<file path="src/rtl/spi_config_master.sv">
// rtl/spi_config_master.sv - SPI mode-0 initiator that loads one DW-bit config word and reads back the old one
module spi_config_master #(
    parameter int DW      = 42,
    parameter int CLK_DIV = 2,
    parameter int CW      = 8
) (
    input  logic          clk,
    input  logic          rst,
    input  logic          start,
    input  logic [DW-1:0] tx_data,
    output logic          busy,
    output logic          done,
    output logic [DW-1:0] rx_data,
    output logic          spi_clk,
    output logic          spi_csn,
    output logic          spi_mosi,
    input  logic          spi_miso
);

    localparam int BW = (DW > 1) ? $clog2(DW) : 1;

    typedef enum logic [2:0] {
        S_IDLE,
        S_LEAD,
        S_HIGH,
        S_LOW,
        S_TRAIL,
        S_GAP
    } state_t;

    state_t        state_q, state_d;
    logic [CW-1:0] hcnt_q, hcnt_d;
    logic [BW-1:0] bcnt_q, bcnt_d;
    logic [DW-1:0] tx_q, tx_d;
    logic [DW-1:0] rx_sh_q, rx_sh_d;
    logic [DW-1:0] rx_data_q, rx_data_d;
    logic          spi_clk_q, spi_clk_d;
    logic          csn_q, csn_d;
    logic          mosi_q, mosi_d;
    logic          busy_q, busy_d;
    logic          done_q, done_d;

    logic hc_last;
    logic last_bit;

    assign hc_last  = (hcnt_q == CW'(CLK_DIV - 1));
    assign last_bit = (bcnt_q == BW'(DW - 1));

    always_ff @(posedge clk) begin
        if (rst) begin
            state_q   <= S_IDLE;
            hcnt_q    <= '0;
            bcnt_q    <= '0;
            tx_q      <= '0;
            rx_sh_q   <= '0;
            rx_data_q <= '0;
            spi_clk_q <= 1'b0;
            csn_q     <= 1'b1;
            mosi_q    <= 1'b0;
            busy_q    <= 1'b0;
            done_q    <= 1'b0;
        end else begin
            state_q   <= state_d;
            hcnt_q    <= hcnt_d;
            bcnt_q    <= bcnt_d;
            tx_q      <= tx_d;
            rx_sh_q   <= rx_sh_d;
            rx_data_q <= rx_data_d;
            spi_clk_q <= spi_clk_d;
            csn_q     <= csn_d;
            mosi_q    <= mosi_d;
            busy_q    <= busy_d;
            done_q    <= done_d;
        end
    end

    // Every non-idle state lasts exactly CLK_DIV cycles; the half-period counter restarts on each transition.
    always_comb begin
        state_d = state_q;
        hcnt_d  = hcnt_q + CW'(1);
        bcnt_d  = bcnt_q;
        case (state_q)
            S_IDLE: begin
                hcnt_d = '0;
                bcnt_d = '0;
                if (start) begin
                    state_d = S_LEAD;
                end
            end
            S_LEAD: begin
                if (hc_last) begin
                    state_d = S_HIGH;
                    hcnt_d  = '0;
                end
            end
            S_HIGH: begin
                if (hc_last) begin
                    hcnt_d = '0;
                    if (last_bit) begin
                        state_d = S_TRAIL;
                    end else begin
                        state_d = S_LOW;
                        bcnt_d  = bcnt_q + BW'(1);
                    end
                end
            end
            S_LOW: begin
                if (hc_last) begin
                    state_d = S_HIGH;
                    hcnt_d  = '0;
                end
            end
            S_TRAIL: begin
                if (hc_last) begin
                    state_d = S_GAP;
                    hcnt_d  = '0;
                end
            end
            S_GAP: begin
                if (hc_last) begin
                    state_d = S_IDLE;
                    hcnt_d  = '0;
                end
            end
            default: begin
                state_d = S_IDLE;
                hcnt_d  = '0;
            end
        endcase
    end

    // Next values of the registered outputs; spi_miso is sampled on the same edge that raises spi_clk.
    always_comb begin
        spi_clk_d = spi_clk_q;
        csn_d     = csn_q;
        mosi_d    = mosi_q;
        busy_d    = busy_q;
        done_d    = 1'b0;
        tx_d      = tx_q;
        rx_sh_d   = rx_sh_q;
        rx_data_d = rx_data_q;
        case (state_q)
            S_IDLE: begin
                if (start) begin
                    tx_d      = tx_data;
                    csn_d     = 1'b0;
                    mosi_d    = tx_data[DW-1];
                    busy_d    = 1'b1;
                    spi_clk_d = 1'b0;
                end
            end
            S_LEAD, S_LOW: begin
                if (hc_last) begin
                    spi_clk_d = 1'b1;
                    rx_sh_d   = {rx_sh_q[DW-2:0], spi_miso};
                end
            end
            S_HIGH: begin
                if (hc_last) begin
                    spi_clk_d = 1'b0;
                    if (!last_bit) begin
                        tx_d   = {tx_q[DW-2:0], tx_q[DW-1]};
                        mosi_d = tx_q[DW-2];
                    end
                end
            end
            S_TRAIL: begin
                if (hc_last) begin
                    csn_d     = 1'b1;
                    mosi_d    = 1'b0;
                    done_d    = 1'b1;
                    rx_data_d = rx_sh_q;
                end
            end
            S_GAP: begin
                if (hc_last) begin
                    busy_d = 1'b0;
                end
            end
            default: begin
                spi_clk_d = 1'b0;
                csn_d     = 1'b1;
                busy_d    = 1'b0;
            end
        endcase
    end

    assign busy     = busy_q;
    assign done     = done_q;
    assign rx_data  = rx_data_q;
    assign spi_clk  = spi_clk_q;
    assign spi_csn  = csn_q;
    assign spi_mosi = mosi_q;

endmodule

</file>
<file path="config.mk">
export PLATFORM = sky130hd
export DESIGN_NAME = spi_config_master
export DESIGN_NICKNAME = d
export VERILOG_FILES = /design/src/rtl/spi_config_master.sv
export SDC_FILE = /design/constraint.sdc
export NUM_CORES = 1
export LEC_CHECK = 0
export ABC_AREA = 1
export CAP_MARGIN = 20
export CORE_ASPECT_RATIO = 1.75
export CORE_MARGIN = 2
export CORE_UTILIZATION = 54
export CTS_CLUSTER_SIZE = 8
export DETAILED_ROUTE_END_ITERATION = 8
export GPL_ROUTABILITY_DRIVEN = 1
export PLACE_DENSITY = 0.79
export SYNTH_ARGS = -nofsm -noshare
export SYNTH_HDL_FRONTEND = slang
export SYNTH_SLANG_ARGS = --single-unit
export TNS_END_PERCENT = 20
</file>
<file path="constraint.sdc">
create_clock -name clk -period 1.8 [get_ports clk]
set_input_delay 0.45 -clock clk [delete_from_list [all_inputs] [get_ports clk]]
set_output_delay 0.45 -clock clk [all_outputs]
set_load 0.03 [all_outputs]
</file>
==> qor.yml, run 1 <==
synth_area_per_cell_um2: 6.602
cp.required_ns: 2.15
multi_input_area_mm2: 0.002954
finClkSkew_ns: 0.008651
drt_iter0_drc: 302
numCtsBuffers: 17
synth_compound_area_share_pct: 7.947
power_mw: 12.79
cp_max_fo: 42
peakVddDrop_mv: 1.049
vias: 6082
finalCriticalPeriod_ns: 1.692
antenna_found_initial: 0
worstMarginPinSlew_ns: 0.4137
syn_nets: 1023
fill_cells: 988
diodes: 0
syn_area_mm2: 0.006424
worstSetupPathType: "register to register"
die_h_um: 148.3
io_buffer_count: 92
drv_slew: 0
end_kind: "register"
status: "complete, no violations"
layout-drive-gt1-share_pct: 6.916
yosys.area_share.simple_pct: 36.99
fin_crit_sh_pct: 94.02
whs_ns: 0.4313
maxCapViolations: 0
grt_max_degree: 50
rows: 52
syn_to_final_growth_pct: 27.17
critical_path_arrival_ns: 2.04
drt-total-wl_um: 14760
critPathLaunchType: "register"
synth_top_family_by_area: "simple AND/OR/NAND/NOR gates"
io_pins: 93
routed_via_density: 5.047
synth_xor_xnor_area_share_pct: 0.2727
place.gp.congestion: 0.7909
coreArea_mm2: 0.01158
wl_per_cell_um: 12.25
synth.distinct_cells: 25
overflow: 0
track_usage_pct: 23.50
grt_pass1_vias: 5664
fp.dieArea_mm2: 0.01282
hold_viol_final: 0
synth_seq_cells: 148
yosysSeqAreaShare_pct: 46.12
grt_pass1_wl_um: 24840
leakagePower_nw: 4.104
finalSetupViolCount: 0
hp-class: "register to register"
seq_area_mm2: 0.002964
drc: 0
root_buffer: "clkbuf_16"
clk_latency_ns: 0.42
yosys.area_share.adder_pct: 0.7791
rsz0062_at_grt: "false"
dr.pass1.iters: 7
path_clk_slew_ns: 0.06
synthCells: 973
nNetsFinal: 1107
max_clock_freq_mhz: 590.9
start_util_pct: 55.47
dp_hpwl_um: 9144
ctsHtreeMaxLevel: 4
ys.warnings.count: 0
clockBufferDepth: 2
cts_tree: "built"
synthMuxAreaShare_pct: 0
max_slew_margin_pct: 72.42
cts.sinks: 148
final_antenna_net_count: 0
die_w_um: 86.45
p_per_area_mw_per_mm2: 1565
layout make-up:
type | instances | area share, %
repair buffers | 119 | 15.13
clock buffers | 19 | 5.422
inverters | 70 | 3.262
clock inverters | 13 | 1.669
multi-input cells | 701 | 36.16
well taps | 135 | 2.068
flip-flops and latches | 148 | 36.28
metal layers:
metal  part of all wire, %  track usage, %  vias up
met1                    41           27.44     2741
met5                     0               0        -
met2                    53           41.38      143
met4                   1.9           8.594        0
met3                   4.2           5.272       23
li1                      -               -     3175
power by group:
group	total, mW	internal, mW	switching (mW)
clock	3.47	1.98	1.49
combinational	4.90	1.93	2.96
sequential	4.42	4.00	0.425
cell families (layout without fill, tap and decap cells):
logic type,Yosys count,after routing
AO/OA/AOI/OAI,102,102
AND/OR/NAND/NOR,593,593
adder cells (fa/ha/maj),4,4
XOR/XNOR,2,2
flip-flops,148,148
buffers and inverters,124,221
Yosys cell counts (all sizes together):
| master | instances | area [um2] |
|---|---|---|
| nor3b | 1 | 7.510 |
| inv | 70 | 262.8 |
| xor2 | 1 | 8.760 |
| xnor2 | 1 | 8.760 |
| buf | 25 | 135.1 |
| nand3 | 64 | 320.3 |
| nand2 | 224 | 850.8 |
| nor2 | 294 | 1124 |
| nand3b | 3 | 35.03 |
| clkbuf | 29 | 108.9 |
| a21oi | 13 | 65.06 |
| o21ai | 89 | 445.4 |
| nand4 | 3 | 18.77 |
| ha | 4 | 50.05 |
| nor3 | 4 | 20.02 |
| dfxtp | 148 | 2963 |
repair_timing:
action                                 4_1_cts  5_1_grt
buffers inserted                             0        3
pin swaps                                    0        2
endpoints found under the hold margin        0        0
setup endpoints to repair                   48       65
hold buffers                                 0        0
gates cloned                                 0        1
gates resized for setup                     48        2
registers in the layout, indices dropped and copies added (netlist names):
signal	cells
busy	1
spi_mosi	1
tx_q	42
spi_clk	1
done	1
hcnt_q	8
rx_sh_q	42
rx_data	42
spi_csn	1
bcnt_q	6
state_q	3
cells in the final DEF (no fill, tap or decap), drive strengths merged:
master         instances
nor2                 294
nand2                224
dfxtp                148
o21ai                 89
inv                   76
nand3                 64
dlygate4sd2           47
clkdlybuf4s50         45
buf                   26
clkbuf                20
a21oi                 13
nor3                   4
ha                     4
nand4                  3
clkinvlp               3
nand3b                 3
clkinv                 3
xnor2                  1
xor2                   1
nor3b                  1
bufinv                 1
critical path, stage by stage, from the launching register on:
cell and delay (ns):
dfxtp_1 0.51, inv_1 0.12, nand3_1 0.10, nand2_1 0.11, nand2_1 0.18, buf_6 0.29, o21ai_0 0.16, nor2_1 0.14
metrics by stage:
step / instances / cell area, um2 / util [%] / setup WS (ns) / TNS [ns]
floorplan: 973 / 6424 / - / 0.2867 / 0
global placement: 1169 / 7594 / 65.57 / 0.02857 / 0
detailed placement: 1169 / 7594 / 65.57 / -0.01042 / -0.01042
CTS: 1201 / 8117 / 70.08 / 0.05451 / 0
global route: 1205 / 8169 / 70.54 / 0.001379 / 0
finish: 1205 / 8169 / 70.54 / 0.1077 / 0
final timing paths:
check        slack (ns)       start    endpoint  cells past startpoint
max                0.11  state_q[1]  rx_sh_q[6]                      7
min                0.43   hcnt_q[0]   hcnt_q[0]                      1
max reg2reg        0.11  state_q[1]  rx_sh_q[6]                      7
min reg2reg        0.43   hcnt_q[0]   hcnt_q[0]                      1
Note: power is estimated with default switching activity, not from simulation.
==> run 2: changes to the inputs <==
CTS_CLUSTER_DIAMETER = 40   (was unset)
==> results of run 2 <==
No change in the layout: final DEF, timing and power equal those of run 1.
